## src/rtl/pc_sel_ctrl.sv

```systemverilog
// Next-PC select sequencer for the IF stage, with a post-redirect masking window (optional stats: PC_SEL_STATS_EN).
// Latency: o_pc_sel and the flushes are combinational from state and inputs; o_busy and the counters are registered.
// Backpressure: i_stall selects hold (3) unless a redirect is taken; a stall freezes the masking window countdown.
module pc_sel_ctrl #(
  parameter int FLUSH_CYCLES = 2,
  parameter int CNT_WIDTH    = 16
) (
  input  logic                 i_clk,
  input  logic                 i_rst_n,
  input  logic                 i_stall,
  input  logic                 i_pred_taken,
  input  logic                 i_ex_br_valid,
  input  logic                 i_ex_mispredict,
  output logic [1:0]           o_pc_sel,
  output logic                 o_flush_ifid,
  output logic                 o_flush_idex,
  output logic                 o_busy,
  output logic [CNT_WIDTH-1:0] o_br_cnt,
  output logic [CNT_WIDTH-1:0] o_mispred_cnt
);

  localparam logic [1:0] SEL_SEQ  = 2'd0;
  localparam logic [1:0] SEL_PRED = 2'd1;
  localparam logic [1:0] SEL_CORR = 2'd2;
  localparam logic [1:0] SEL_HOLD = 2'd3;

  typedef enum logic {
    RUN   = 1'b0,
    FLUSH = 1'b1
  } state_t;

  state_t     state_q, state_d;
  logic [3:0] mask_q, mask_d;
  logic       redirect;
  logic [1:0] sel;

  // Only a qualified mispredict seen in RUN redirects; wrong-path residue in FLUSH is ignored.
  always_comb begin
    redirect = (state_q == RUN) & i_ex_br_valid & i_ex_mispredict;
  end

  // Next-state and select: redirect beats stall (the stalled instruction is on the wrong path).
  always_comb begin
    state_d = state_q;
    mask_d  = mask_q;
    sel     = SEL_SEQ;
    if (redirect) begin
      sel = SEL_CORR;
    end else if (i_stall) begin
      sel = SEL_HOLD;
    end else if (i_pred_taken) begin
      sel = SEL_PRED;
    end
    case (state_q)
      RUN: begin
        if (redirect && (FLUSH_CYCLES > 0)) begin
          state_d = FLUSH;
          mask_d  = 4'(FLUSH_CYCLES);
        end
      end
      FLUSH: begin
        // A frozen pipeline does not drain residue, so count only advancing cycles.
        if (!i_stall) begin
          mask_d = mask_q - 4'd1;
          if (mask_q == 4'd1) begin
            state_d = RUN;
          end
        end
      end
      default: begin
        state_d = RUN;
        mask_d  = 4'd0;
      end
    endcase
  end

  // State and mask counter; reset aborts any window in progress.
  always_ff @(posedge i_clk or negedge i_rst_n) begin
    if (!i_rst_n) begin
      state_q <= RUN;
      mask_q  <= 4'd0;
    end else begin
      state_q <= state_d;
      mask_q  <= mask_d;
    end
  end

  // Outputs are held quiet while reset is asserted, whatever the inputs do.
  always_comb begin
    o_pc_sel     = i_rst_n ? sel : SEL_SEQ;
    o_flush_ifid = i_rst_n & redirect;
    o_flush_idex = i_rst_n & redirect;
    o_busy       = (state_q == FLUSH);
  end

`ifdef PC_SEL_STATS_EN
  logic [CNT_WIDTH-1:0] br_cnt_q;
  logic [CNT_WIDTH-1:0] mis_cnt_q;

  // Saturating event counters; resolutions masked in FLUSH are not counted.
  always_ff @(posedge i_clk or negedge i_rst_n) begin
    if (!i_rst_n) begin
      br_cnt_q  <= '0;
      mis_cnt_q <= '0;
    end else begin
      if ((state_q == RUN) && i_ex_br_valid && (br_cnt_q != '1)) begin
        br_cnt_q <= br_cnt_q + CNT_WIDTH'(1);
      end
      if (redirect && (mis_cnt_q != '1)) begin
        mis_cnt_q <= mis_cnt_q + CNT_WIDTH'(1);
      end
    end
  end

  assign o_br_cnt      = br_cnt_q;
  assign o_mispred_cnt = mis_cnt_q;
`else
  assign o_br_cnt      = '0;
  assign o_mispred_cnt = '0;
`endif

endmodule

```

## config.mk

```make
export PLATFORM = sky130hd
export DESIGN_NAME = pc_sel_ctrl
export DESIGN_NICKNAME = d
export VERILOG_FILES = /design/src/rtl/pc_sel_ctrl.sv
export SDC_FILE = /design/constraint.sdc
export NUM_CORES = 1
export LEC_CHECK = 0
export CAP_MARGIN = 10
export CORE_MARGIN = 2
export CORE_UTILIZATION = 32
export DETAILED_ROUTE_END_ITERATION = 6
export GPL_TIMING_DRIVEN = 0
export PLACE_DENSITY = 0.78
export RECOVER_POWER = 100
export SLEW_MARGIN = 20
export SYNTH_ARGS = -nofsm -noshare
export SYNTH_HDL_FRONTEND = slang
export SYNTH_SLANG_ARGS = --single-unit
```

## constraint.sdc

```tcl
create_clock -name i_clk -period 1.6 [get_ports i_clk]
set_clock_uncertainty 0.1 [all_clocks]
set_input_delay 0.24 -clock i_clk [delete_from_list [all_inputs] [get_ports i_clk]]
set_output_delay 0.24 -clock i_clk [all_outputs]
set_load 0.01 [all_outputs]
```

==> out/qor.csv <==
metric,value,unit
status,completed,
arrival time worst endpoint,1.19,ns
Clock Path Buffers,2,
routed wire length,1.06,mm
Die H,45.6,µm
Fin. Hold Viols,0,
CP peak stage delay,0.46,ns
final instance area,838,µm²
routability cong.,0.697,
CP cell instances,nor2_4 -> and2_4 -> buf_4 -> buf_4,
effective utilization at floorplan,0.331,
CP Capture Type,output pin,
fin worst setup slack,0.0706,ns
Crit Path Class,reg2out,
Hold WS,0.282,ns
CP max FO,6,
H-tree levels,1,
worst path bufs/invs,2,
max_cap viols,0,
vias,445,
Clock Sinks,5,
Post-Syn Area per Cell,8.64,µm²
placed cells,122,
leak pwr,0.517,nW
wire per inst,8.29,µm
"CTS clk-pin slew, worst paths",0.04,ns
post-layout min period,1.53,ns
largest net degree at the start of global routing,7,
sequential area share after synthesis,0.226,
total power,0.000794,W
Achievable Freq,654,MHz
worst hold stages,3,
first-pass GRT wire length,1.52,mm
"Cell Area, Synth",553,µm²
crit start category,register,
Hold Path End,o_busy,
Worst Path Required,1.26,ns
Yosys cell types,18,
cell mode on critical path,buf_4,
core footprint,0.00167,mm²
number of remaining DRC errors,0,
Num CTS Buffers,3,
drt initial violations,1,
Max Transition Viols Final,0,
synthesized instance count,64,
# nets final,120,
diodes inserted,0,
Tcrit/Tclk final,0.956,
CP max stage cell,dfrtp_2,
final setup fails,0,
pre-CTS WS,-0.517,ns
Critical R2R Launch,mask_q[1],
fillcell total,172,
hold_sp,i_ex_br_valid,
Syn. warnings,0,
IO Port Bufs,10,
CP top delay family,flip-flops,
worst min path class,in2reg,
GR Util All Layers,0.111,
I/O pins,43,
"antenna viol nets, final",0,
Die X,45.6,µm
CTS tree,yes,
pwr/cell area,947,mW/mm²
Root Buffer,clkbuf_4,
clk_lat worst skew,0.25,ns
vias in the first global route,380,
synthesized flop and latch total,5,
die area,0.00208,mm²
DRT Pass-1 Iters,2,
FP Rows,15,
Congestion Overflow GR,0,
"Cell Area, Placed",791,µm²
Max VDD drop,0.832,mV
initial antenna violation count,0,
area growth from synthesis to layout,51.6,%
Vias/cell,3.48,
Final Non-Filler Cells,128,
R2R Path End,o_busy,
layout cells sized above 1,0.414,
Reg2Reg Setup Slack,0.21,ns
Worst Reg-to-Reg Cells,5,
HPWL Detailed,844,µm
RSZ-0062 raised after global routing,false,
==> placed cells by master, fill, tap and decap left out, types with 2 or more instances in the layout <==
cell / netlist / layout
dfrtp_1: 5 / 4
nand3b_1: 2 / 2
conb_1: 1 / 32
dlymetal6s2s_1: 0 / 3
nor2_1: 3 / 2
clkbuf_4: 0 / 3
buf_4: 33 / 34
ha_1: 2 / 2
buf_2: 0 / 2
nand2_1: 4 / 4
inv_1: 3 / 3
clkdlybuf4s50_1: 0 / 2
o21ai_0: 2 / 2
==> tightest hold or removal path: stages <==
cell            delay [ns]
dlymetal6s2s_1        0.10
nand3b_1              0.16
nand2_1               0.10
==> cells by family (layout without fill, tap and decap cells) <==
group / count (synthesis) / after routing / share of synthesized area
xor gates and xnor gates: 1 / 1 / 0.0158
adders and majority gates: 2 / 2 / 0.0452
DFF: 5 / 5 / 0.226
and+or+nand+nor: 13 / 13 / 0.158
AOI/OAI and AO/OA: 5 / 5 / 0.0611
muxes: 1 / 1 / 0.0181
buffers and inverters: 36 / 52 / 0.468
other: 1 / 32 / 0.00678
==> power breakdown <==
group	switching, W	internal [W]	leakage, nW
Clock	0.0000540	0.0000944	0.0150
Sequential	0.0000955	0.000191	0.0593
Combinational	0.000171	0.000188	0.443
==> state kept, by name, indices dropped and copies added, names as in the netlist <==
register	cells
mask_q	4
o_busy	1
==> routing by layer <==
metal / wire length, µm / up-vias / global-route usage
met5: 0 / - / 0
met4: 23 / 0 / 0.0529
met3: 136 / 4 / 0.0754
met2: 581 / 29 / 0.206
met1: 320 / 179 / 0.0852
li1: - / 233 / -
==> metrics by stage <==
stage | TNS, ns | utilization
floorplan | 0 | -
global placement | -1.66 | 0.473
CTS | 0 | 0.492
detailed placement | -1.72 | 0.473
global route | 0 | 0.502
finish | 0 | 0.502
==> worst max-delay path by stage <==
stage                                from      endpoint  slack (ns)  cells past startpoint
after floorplan                    o_busy  o_flush_ifid        0.25                      3
after global placement    i_ex_mispredict  o_flush_ifid       -0.49                      6
after detailed placement  i_ex_mispredict  o_flush_ifid       -0.52                      6
after CTS                   i_ex_br_valid  o_flush_ifid       0.006                      6
after global routing               o_busy  o_flush_ifid       0.006                      4
final                              o_busy  o_flush_ifid        0.07                      4
==> layout make-up <==
class                   instances  area (µm²)  share of cell area
well taps                      17        21.3              0.0254
inverters                       3        11.3              0.0134
plain buffers                  33         248               0.296
multi-input cells              54         295               0.352
clock buffers                   4        26.3              0.0313
flip-flops and latches          5         126               0.151
repair buffers                 12         110               0.131
==> cells in the mapped netlist <==
cell type  instances  area (µm²)
o21ai_0            2        10.0
nor4_4             1        21.3
ha_1               2        25.0
buf_4             33         248
nor2_1             3        11.3
o41ai_1            1        8.76
dfrtp_1            5         125
xor2_1             1        8.76
nand3_1            1        5.00
and2_1             1        6.26
inv_1              3        11.3
o21a_1             1        7.51
nand2_1            4        15.0
conb_1             1        3.75
o211ai_1           1        7.51
nand2b_4           1        13.8
nand3b_1           2        15.0
mux2i_1            1        10.0
==> timing repair <==
item	4_1_cts	5_1_grt
pin swaps	1	2
hold buffers	1	0
setup buffers	1	0
gates resized for setup	21	5
hold endpoints to repair	5	0
gates cloned	0	0
setup endpoints to repair	5	4
(Power assumes the default switching activity.)
